===== src/rtl/conv_pkg.sv =====
// Shared definitions for the convolution datapath: writer FSM states,
// default word widths and the default word-address map of the shared memory.
package conv_pkg;

   localparam int DATA_WIDTH_DEF = 32;
   localparam int ADDR_WIDTH_DEF = 32;

   localparam logic [31:0] IMG_BASE    = 32'h0000_0000;
   localparam logic [31:0] WEIGHT_BASE = 32'h0000_1000;
   localparam logic [31:0] IM2COL_BASE = 32'h0000_2000;
   localparam logic [31:0] OUTPUT_BASE = 32'h0000_3000;
   localparam logic [31:0] MEM_SIZE    = 32'h0000_4000;

   typedef enum logic [1:0] {
      WAIT_VALID = 2'd0,
      ARMED      = 2'd1,
      RUN        = 2'd2,
      DONE       = 2'd3
   } state_e;

   // Bits needed to index n entries (at least one bit).
   function automatic int idx_w(input int n);
      return (n > 1) ? $clog2(n) : 1;
   endfunction

endpackage


===== src/rtl/systolic_out_writer_out_row_buffer.sv =====
// Row store for captured Y rows: one full-row write port, and a combinational
// read port that selects a single word of one row.
module out_row_buffer
   import conv_pkg::*;
#(
   parameter int M          = 20,
   parameter int K          = 5,
   parameter int DATA_WIDTH = DATA_WIDTH_DEF,
   parameter int ROW_W      = idx_w(M),
   parameter int WORD_W     = idx_w(K)
) (
   input  logic                    clk,
   input  logic                    wr_en_i,
   input  logic [ROW_W-1:0]        wr_row_i,
   input  logic [DATA_WIDTH*K-1:0] wr_data_i,
   input  logic [ROW_W-1:0]        rd_row_i,
   input  logic [WORD_W-1:0]       rd_word_i,
   output logic [DATA_WIDTH-1:0]   rd_data_o
);

   logic [DATA_WIDTH*K-1:0] rows_q [M];
   logic [DATA_WIDTH*K-1:0] rd_row;

   // Pure data storage: no reset, rows are always written before they are read.
   always_ff @(posedge clk) begin
      if (wr_en_i) begin
         rows_q[wr_row_i] <= wr_data_i;
      end
   end

   assign rd_row = rows_q[rd_row_i];

   always_comb begin
      rd_data_o = '0;
      for (int k = 0; k < K; k++) begin
         if (rd_word_i == WORD_W'(k)) begin
            rd_data_o = rd_row[k*DATA_WIDTH +: DATA_WIDTH];
         end
      end
   end

endmodule


===== src/rtl/systolic_out_writer.sv =====
// Captures M Y rows from the systolic array and writes them back to memory in
// channel-major order, one word per cycle, overlapping drain with capture.
module systolic_out_writer
   import conv_pkg::*;
#(
   parameter int                    M           = 20,
   parameter int                    K           = 5,
   parameter int                    DATA_WIDTH  = DATA_WIDTH_DEF,
   parameter int                    ADDR_WIDTH  = ADDR_WIDTH_DEF,
   parameter logic [ADDR_WIDTH-1:0] OUTPUT_BASE = ADDR_WIDTH'(conv_pkg::OUTPUT_BASE),
   parameter int                    RELU        = 0
) (
   input  logic                    clk,
   input  logic                    rst_systolic,
   input  logic                    y_valid,
   input  logic [DATA_WIDTH*K-1:0] Y,
   output logic                    mem_wr_en,
   output logic [ADDR_WIDTH-1:0]   addr_wr,
   output logic [DATA_WIDTH-1:0]   data_wr,
   output logic                    busy,
   output logic                    done,
   output logic                    err
);

   localparam int ROW_W  = idx_w(M);
   localparam int WORD_W = idx_w(K);
   localparam int CAP_W  = idx_w(M + 1);
   localparam int DK_W   = idx_w(K + 1);

   localparam logic [CAP_W-1:0] CAP_FULL = CAP_W'(M);
   localparam logic [ROW_W-1:0] M_LAST   = ROW_W'(M - 1);
   localparam logic [DK_W-1:0]  K_END    = DK_W'(K);

   state_e                  state_q, state_d;
   logic [CAP_W-1:0]        cap_cnt_q, cap_cnt_d;
   logic [ROW_W-1:0]        drain_m_q, drain_m_d;
   logic [DK_W-1:0]         drain_k_q, drain_k_d;
   logic                    wr_en_q, wr_en_d;
   logic [ADDR_WIDTH-1:0]   addr_q, addr_d;
   logic [DATA_WIDTH-1:0]   data_q, data_d;
   logic                    busy_q, busy_d;
   logic                    done_q, done_d;
   logic                    err_q, err_d;

   logic                    buf_wr_en;
   logic [ROW_W-1:0]        buf_wr_row;
   logic [DATA_WIDTH-1:0]   buf_rd_word;
   logic                    issue;

   function automatic logic [DATA_WIDTH-1:0] relu_word(input logic signed [DATA_WIDTH-1:0] w);
      if ((RELU != 0) && (w < 0)) begin
         return '0;
      end
      return w;
   endfunction

   // Row 0 lands on the ARMED exit edge; later rows follow on consecutive RUN edges.
   assign buf_wr_en  = ((state_q == ARMED) && !y_valid) ||
                       ((state_q == RUN) && (cap_cnt_q < CAP_FULL));
   assign buf_wr_row = (state_q == ARMED) ? '0 : ROW_W'(cap_cnt_q);

   out_row_buffer #(
      .M          (M),
      .K          (K),
      .DATA_WIDTH (DATA_WIDTH),
      .ROW_W      (ROW_W),
      .WORD_W     (WORD_W)
   ) u_row_buf (
      .clk       (clk),
      .wr_en_i   (buf_wr_en),
      .wr_row_i  (buf_wr_row),
      .wr_data_i (Y),
      .rd_row_i  (drain_m_q),
      .rd_word_i (WORD_W'(drain_k_q)),
      .rd_data_o (buf_rd_word)
   );

   // A word may be drained only once its row was stored on an earlier edge.
   assign issue = (state_q == RUN) && (drain_k_q < K_END) &&
                  (CAP_W'(drain_m_q) < cap_cnt_q);

   always_comb begin
      state_d   = state_q;
      cap_cnt_d = cap_cnt_q;
      drain_m_d = drain_m_q;
      drain_k_d = drain_k_q;
      wr_en_d   = 1'b0;
      addr_d    = addr_q;
      data_d    = data_q;
      err_d     = err_q;

      unique case (state_q)
         WAIT_VALID: begin
            if (y_valid) begin
               state_d = ARMED;
            end
         end
         ARMED: begin
            if (!y_valid) begin
               cap_cnt_d = CAP_W'(1);
               state_d   = RUN;
            end
         end
         RUN: begin
            if (y_valid) begin
               err_d = 1'b1;
            end
            if (cap_cnt_q < CAP_FULL) begin
               cap_cnt_d = cap_cnt_q + CAP_W'(1);
            end
            if (drain_k_q == K_END) begin
               state_d = DONE;
            end else if (issue) begin
               wr_en_d = 1'b1;
               addr_d  = OUTPUT_BASE
                         + ADDR_WIDTH'(drain_k_q) * ADDR_WIDTH'(M)
                         + ADDR_WIDTH'(drain_m_q);
               data_d  = relu_word(buf_rd_word);
               if (drain_m_q == M_LAST) begin
                  drain_m_d = '0;
                  drain_k_d = drain_k_q + DK_W'(1);
               end else begin
                  drain_m_d = drain_m_q + ROW_W'(1);
               end
            end
         end
         DONE: begin
         end
         default: begin
            state_d = WAIT_VALID;
         end
      endcase

      busy_d = (state_d == ARMED) || (state_d == RUN);
      done_d = done_q || (state_d == DONE);
   end

   always_ff @(posedge clk or posedge rst_systolic) begin
      if (rst_systolic) begin
         state_q   <= WAIT_VALID;
         cap_cnt_q <= '0;
         drain_m_q <= '0;
         drain_k_q <= '0;
         wr_en_q   <= 1'b0;
         addr_q    <= '0;
         data_q    <= '0;
         busy_q    <= 1'b0;
         done_q    <= 1'b0;
         err_q     <= 1'b0;
      end else begin
         state_q   <= state_d;
         cap_cnt_q <= cap_cnt_d;
         drain_m_q <= drain_m_d;
         drain_k_q <= drain_k_d;
         wr_en_q   <= wr_en_d;
         addr_q    <= addr_d;
         data_q    <= data_d;
         busy_q    <= busy_d;
         done_q    <= done_d;
         err_q     <= err_d;
      end
   end

   assign mem_wr_en = wr_en_q;
   assign addr_wr   = addr_q;
   assign data_wr   = data_q;
   assign busy      = busy_q;
   assign done      = done_q;
   assign err       = err_q;

endmodule


===== config.mk =====
export PLATFORM = sky130hd
export DESIGN_NAME = systolic_out_writer
export DESIGN_NICKNAME = d
export VERILOG_FILES = /design/src/rtl/conv_pkg.sv /design/src/rtl/systolic_out_writer_out_row_buffer.sv /design/src/rtl/systolic_out_writer.sv
export SDC_FILE = /design/constraint.sdc
export NUM_CORES = 2
export LEC_CHECK = 0
export ABC_AREA = 0
export CAP_MARGIN = 20
export CELL_PAD_IN_SITES_DETAIL_PLACEMENT = 0
export CELL_PAD_IN_SITES_GLOBAL_PLACEMENT = 1
export CORE_MARGIN = 8
export CORE_UTILIZATION = 40
export CTS_CLUSTER_DIAMETER = 200
export DETAILED_ROUTE_END_ITERATION = 8
export PLACE_DENSITY_LB_ADDON = 0.1
export RECOVER_POWER = 50
export SKIP_CTS_REPAIR_TIMING = 1
export SLEW_MARGIN = 20
export SYNTH_ARGS = -nofsm -noshare
export SYNTH_HDL_FRONTEND = slang
export SYNTH_SLANG_ARGS = --single-unit

===== constraint.sdc =====
create_clock -name clk -period 36.2 [get_ports clk]
set_input_delay 9.05 -clock clk [delete_from_list [all_inputs] [get_ports clk]]
set_output_delay 9.05 -clock clk [all_outputs]
set_load 0.05 [all_outputs]

======== Word level (Yosys, flattened, before mapping) ========
Memories as Yosys holds them, arrays and structs flattened.
Index checks and enable logic that the tools add are counted.
word-level totals
  register bits after elaboration ......... 83
  RAM bits ................................ 3200
  bits of input ports ..................... 163
  word-level logic and storage cells ...... 68
  memories kept ........................... 1
operators by class
  add/subtract/negate cells ............... 5
  $mul .................................... 1
  order comparisons ....................... 3
  equality and inequality tests ........... 13
  multiplexer cells ....................... 19
  bitwise gates (word level) .............. 1
  reduce and logical (&&, ||, !) cells .... 15
memory list
  memory            words  bits a word  read ports  clocked after memory_dff  write ports  line                                      text
  u_row_buf.rows_q  20     160          1           0                         1            systolic_out_writer_out_row_buffer.sv:21  logic [DATA_WIDTH*K-1:0] rows_q [M];
operators by type and width
  kind                                                  count
  two-way mux 32 bit                                    5
  two-way mux 5 bit                                     4
  adder 15 x 5 -> 16 bit                                1
  adder 14 x 8 -> 15 bit (first input constant)         1
  adder 5 x 1 -> 5 bit (second input constant)          2
  case mux 5 bit (2 select lines)                       1
  equality test 2 bit (second input constant)           3
  equality test 3 x 2 -> 1 bit (second input constant)  2
  equality test 3 bit (second input constant)           2
  multiplier 3 x 3 -> 6 bit (second input constant)     1
  two-way mux 2 bit                                     3
  case mux 2 bit (3 select lines)                       1
  AND reduction 3 bit                                   2
  equality test 5 bit (second input constant)           1
  < comparator 5 bit                                    1
  < comparator 5 bit (second input constant)            1
  two-way mux 1 bit                                     5
  equality test 2 x 1 -> 1 bit (second input constant)  2
  logical AND 1 bit                                     4
  AND reduction 4 bit                                   1
  adder 3 x 1 -> 3 bit (second input constant)          1
  equality test 3 x 1 -> 1 bit (second input constant)  1
  zero test 3 bit                                       1
  logical OR 1 bit                                      3
  8 further kinds                                       8

======== Longest topological paths before layout ========
  word-level depth ........................ 6
  depth in mapped cells ................... 12
  depth with buffers taken out ............ 10

======== Hierarchy ========
A second synthesis with hierarchy kept.
second synthesis, totals
  cell total of the unflattened synthesis .. 5532
  area, all modules ....................... 125270.1 µm²
modules (own cells, without submodules)
  module               times used  cells each  area each (µm²)  seq. area each (µm²)
  out_row_buffer       1           5301        122361.1         96092.2
  systolic_out_writer  1           231         2909.0           1526.5

======== Worst setup path before layout ========
Ideal clock, no wire load.
  path type ............................... input -> register
  from .................................... input port y_valid
  to ...................................... memory u_row_buf.rows_q[19][0] in the netlist's numbering, enable pin
  setup time .............................. 0.876 ns
  arrival ................................. 20.191 ns
  data required time ...................... 35.324 ns
  setup slack ............................. 15.132 ns
  stages on the path ...................... 3
  cells stage by stage .................... nor2_1 nor2_1 nor3_1
between the ends
  word-level cells in the longest chain between the ends .. 5
ends and longest elaborated chain
  element                                  line                                      text
  start, declared                          systolic_out_writer.sv:15                 input logic y_valid,
  zero test 1 bit                          --
  logical AND 1 bit                        systolic_out_writer.sv:58                 assign buf_wr_en = ((state_q == ARMED) && !y_valid) ||
  logical OR 1 bit                         systolic_out_writer.sv:58
  two-way mux 1 bit                        systolic_out_writer_out_row_buffer.sv:26  if (wr_en_i) begin
  two-way mux 1 bit (not written as such)  systolic_out_writer_out_row_buffer.sv:27  rows_q[wr_row_i] <= wr_data_i;
  end, declared                            systolic_out_writer_out_row_buffer.sv:21
Every way passes these cells.

======== Worst setup path in the final report ========
  from .................................... register drain_m_q[0]
  to ...................................... register data_q[6] (netlist: data_wr[6])
between the ends
  word-level cells in the longest chain between the ends .. 6
ends and longest elaborated chain
  element                           line                                      text
  start, declared                   systolic_out_writer.sv:36                 logic [ROW_W-1:0] drain_m_q, drain_m_d;
  start signal, assigned            systolic_out_writer.sv:153                drain_m_q <= drain_m_d;
  memory read (20 x 160 bit)        --
  two-way mux 32 bit (5 in series)  systolic_out_writer_out_row_buffer.sv:36  if (rd_word_i == WORD_W'(k)) begin
  end signal, assigned              systolic_out_writer.sv:157                data_q <= data_d;
  end, declared                     systolic_out_writer.sv:40                 logic [DATA_WIDTH-1:0] data_q, data_d;
Several ways; a longest one is shown, not always the timed one.
A chain may end at the register's enable or synchronous reset.

==> flow_metrics.tcl <==
set metrics [dict create \
    ys_seq_elements 3261 \
    drt_via_density 5.79 \
    effective_utilization_at_floorplan 0.402 \
    clk_pin_slew_worst_paths_ps 60 \
    period_share 0.558 \
    p_seq_frac 0.396 \
    antenna_found_initial 94 \
    synth.yosys.seq_area_share 0.777 \
    post-synth-top-area-cell "sky130_fd_sc_hd__edfxtp_1" \
    die_height_um 576 \
    clockPowerShare 0.323 \
    floorplan.io_pins 231 \
    grt-ovfl-total 0 \
    pin_count_of_the_biggest_net_entering_global_routing 124 \
    p_comb_frac 0.281 \
    netlist_top_cells_area "sky130_fd_sc_hd__edfxtp_1 77%, sky130_fd_sc_hd__mux4_2 10%, sky130_fd_sc_hd__mux2i_1 4.5%, sky130_fd_sc_hd__dfrtp_1 1.2%, sky130_fd_sc_hd__a22oi_1 0.56%" \
    run_status "finished, violations left" \
    p_per_cell_area_nw_per_um2 75.7 \
    rows 205 \
    skew_ps 67.1 \
    worstReg2RegEnd "data_wr[6]$_DFFE_PP0P_" \
    fmaxAchievable_mhz 49.5 \
    synthMostInstantiatedCell "sky130_fd_sc_hd__edfxtp_1" \
    relSlewSlack -5.28 \
    synth-edff-count 3200 \
    hpwl_um 203000 \
    switching_share 0.319 \
    drive_above_1_share 0.193 \
    total_leakage_power_nw 45.1 \
    detail_route.wl_per_cell_um 35.4 \
    route.vias.total 62200 \
    coreArea_um2 312000 \
    criticalPathCategory "reg -> reg" \
    critPathCaptureType "register" \
    final-setup-viol-count 0 \
    synth_flop_cell "sky130_fd_sc_hd__edfxtp_1" \
    ys_async_sr_fraction 0.0187 \
    synth.lib_cells_used.distinct 72 \
    failed_checks "capacitance limit, slew limit" \
    synth.top_cells.by_count "3200 x sky130_fd_sc_hd__edfxtp_1, 568 x sky130_fd_sc_hd__mux4_2, 563 x sky130_fd_sc_hd__mux2i_1" \
    fillCellCount 26300 \
    worst_setup_path_startpoint "drain_m_q[0]$_DFFE_PP0P_" \
    die_area_um2 332000 \
    finalNetCount 6460 \
    timing.hold.worst.class "reg -> reg" \
    ir_drop_mv 0.0609 \
    fin_cells 10700 \
    die_w_um 576 \
    ant_nets 0 \
    hold_violations_final 0 \
    worst-r2r-setup-slack_ps 16000 \
    power.switching_mw 3.48 \
    worstPathRequired_ps 36950 \
    critPathLaunchType "register" \
    first_global_vias 64200 \
    timing.rr.start "drain_m_q[0]$_DFFE_PP0P_" \
    cts_made_buffers 357 \
    finalMaxSlewViolations 2754 \
    clock_latency_late_sink_ps 930 \
    rsz0062_at_grt "no" \
    portBuffers 209 \
    timing.critical_path.arrival_ps 20950 \
    tightest_slew_ps 9420 \
    min_delay_path_depth 2 \
    max_cap_violations 72 \
    global_route_wire_length_before_repair_um 519000 \
    cts.sink_count 3261 \
    r2r_cells 10 \
    drt_wl_total_um 380000 \
    worst_hold_path.endpoint "addr_wr[4]$_DFFE_PP0P_" \
    origin_of_the_worst_min_delay_path "addr_wr[4]$_DFFE_PP0P_" \
    synth_cells 5843 \
    syn_to_final_growth_pct 14.5 \
    mappedNetlistArea_um2 126000 \
    grt_use_total 0.224 \
    cts_tree "yes" \
    cts_max_path_buffers 4 \
    synth_area_per_cell_um2 21.5 \
    ctsHtreeMaxLevel 5 \
    final_period_minus_worst_setup_slack_ps 20200 \
    internal-power_mw 7.41 \
    path_max_fanout 90 \
    synth_top_cell_area_share 0.765 \
    clk_root_buffer_cell "sky130_fd_sc_hd__clkbuf_16" \
    gp_congestion 0.740 \
    drt_first_pass_iters 5 \
    detail_route.iter0.violations 5974 \
    total_negative_slack_ps 0 \
    drc 0 \
    place.detailed.instances 10100 \
    ys_warn_count 0 \
]
==> cells in the final DEF (no fill, tap or decap), types with 11 or more instances in the layout <==
master / n
sky130_fd_sc_hd__clkdlybuf4s50_1: 141
sky130_fd_sc_hd__buf_4: 117
sky130_fd_sc_hd__nor3_1: 11
sky130_fd_sc_hd__bufinv_16: 23
sky130_fd_sc_hd__o21ai_0: 61
sky130_fd_sc_hd__a22o_1: 36
sky130_fd_sc_hd__clkinv_1: 86
sky130_fd_sc_hd__a21oi_1: 140
sky130_fd_sc_hd__clkinv_2: 63
sky130_fd_sc_hd__mux4_1: 18
sky130_fd_sc_hd__dfrtp_1: 57
sky130_fd_sc_hd__conb_1: 21
sky130_fd_sc_hd__o211ai_1: 33
sky130_fd_sc_hd__mux2i_1: 563
sky130_fd_sc_hd__a221oi_1: 47
sky130_fd_sc_hd__nor2_1: 84
sky130_fd_sc_hd__nor2b_1: 11
sky130_fd_sc_hd__mux2_2: 34
sky130_fd_sc_hd__buf_12: 12
sky130_fd_sc_hd__o22ai_1: 41
sky130_fd_sc_hd__nand2_1: 109
sky130_fd_sc_hd__ha_1: 17
sky130_fd_sc_hd__clkinv_16: 11
sky130_fd_sc_hd__a31oi_1: 23
sky130_fd_sc_hd__clkbuf_1: 154
sky130_fd_sc_hd__o221ai_1: 43
sky130_fd_sc_hd__nand4_1: 17
sky130_fd_sc_hd__a211oi_1: 50
sky130_fd_sc_hd__edfxtp_1: 3200
sky130_fd_sc_hd__diode_2: 29
sky130_fd_sc_hd__clkbuf_16: 360
sky130_fd_sc_hd__a211o_1: 11
sky130_fd_sc_hd__mux4_2: 568
sky130_fd_sc_hd__a22oi_1: 94
sky130_fd_sc_hd__dlygate4sd3_1: 68
sky130_fd_sc_hd__nand3_1: 65
sky130_fd_sc_hd__a32oi_1: 14
==> logic make-up (layout without fill, tap and decap cells) <==
group                    Yosys count  after routing  synth area share
AO/OA/AOI/OAI                    647            647            0.0356
XOR/XNOR                           8              8          0.000558
adder cells (fa/ha/maj)           19             19           0.00195
AND/OR/NAND/NOR                  359            359            0.0131
buffers and inverters            365           1076            0.0180
flip-flops                      3261           3261             0.777
multiplexers                    1183           1183             0.154
other                              1             50         0.0000299
==> power groups by stage <==
| stage | Clock, mW | Combinational [mW] | Sequential, mW |
|---|---|---|---|
| after global placement | 0 | 3.06 | 4.39 |
| after detailed placement | 0 | 3.07 | 4.39 |
| after CTS | 3.59 | 3.07 | 4.31 |
| final | 3.52 | 3.06 | 4.31 |
| after global routing | 3.73 | 3.24 | 4.32 |
| after floorplan | 0 | 1.84 | 4.44 |
==> worst max-delay path, cell delays in order (launching register included) <==
cell and delay, ps:
sky130_fd_sc_hd__dfrtp_1 1540, sky130_fd_sc_hd__clkbuf_1 4970, sky130_fd_sc_hd__clkbuf_1 5840, sky130_fd_sc_hd__clkbuf_1 2950, sky130_fd_sc_hd__clkbuf_1 2110, sky130_fd_sc_hd__mux4_2 710, sky130_fd_sc_hd__o22ai_1 280, sky130_fd_sc_hd__o21ai_0 200
sky130_fd_sc_hd__clkbuf_1 290, sky130_fd_sc_hd__o21ai_0 740, sky130_fd_sc_hd__a21oi_1 140
==> how the worst max path moves through the flow <==
stage | depth (start not counted) | slack (ps) | to
global placement | 8 | 22270 | u_row_buf.rows_q[12][59]$_DFFE_PP_
global route | 9 | 12920 | data_wr[4]$_DFFE_PP0P_
finish | 10 | 16000 | data_wr[6]$_DFFE_PP0P_
floorplan | 3 | 15130 | u_row_buf.rows_q[19][0]$_DFFE_PP_
detailed placement | 8 | 22230 | u_row_buf.rows_q[12][59]$_DFFE_PP_
CTS | 8 | 23260 | u_row_buf.rows_q[12][59]$_DFFE_PP_
==> sequential cells by signal, summed over array words and instances (netlist names) <==
signal	count
u_row_buf.rows_q	3200
data_wr	32
cap_cnt_q	5
done	1
drain_k_q	3
addr_wr	10
drain_m_q	5
err	1
state_q	2
mem_wr_en	1
busy	1
==> layout make-up <==
class,count,area (µm²),area share
clock buffer,447,9350,0.0650
multi-input combinational,2237,26000,0.181
clock inverter,208,1980,0.0137
inverter,13,52.6,0.000365
tap,4140,5180,0.0360
antenna,29,72.6,0.000505
sequential,3261,97600,0.679
timing repair buffer,408,3500,0.0244
==> stage by stage <==
stage,worst slack (ps),instance area (µm²),power [mW],utilization,hold WS (ps)
6_report,16000,144000,10.9,0.461,476
5_1_grt,12920,144000,11.3,0.461,523
4_1_cts,23260,144000,11.0,0.462,482
3_5_place_dp,22230,133000,7.45,0.426,469
3_3_place_gp,22270,133000,7.45,0.425,463
2_1_floorplan,15130,126000,6.28,-,482
==> routing by layer <==
metal,global-route usage,wire [µm]
met5,0,195
met4,0.0689,11200
met3,0.0501,26600
met2,0.360,180000
met1,0.306,162000
Note: power is estimated with default switching activity, not from simulation.
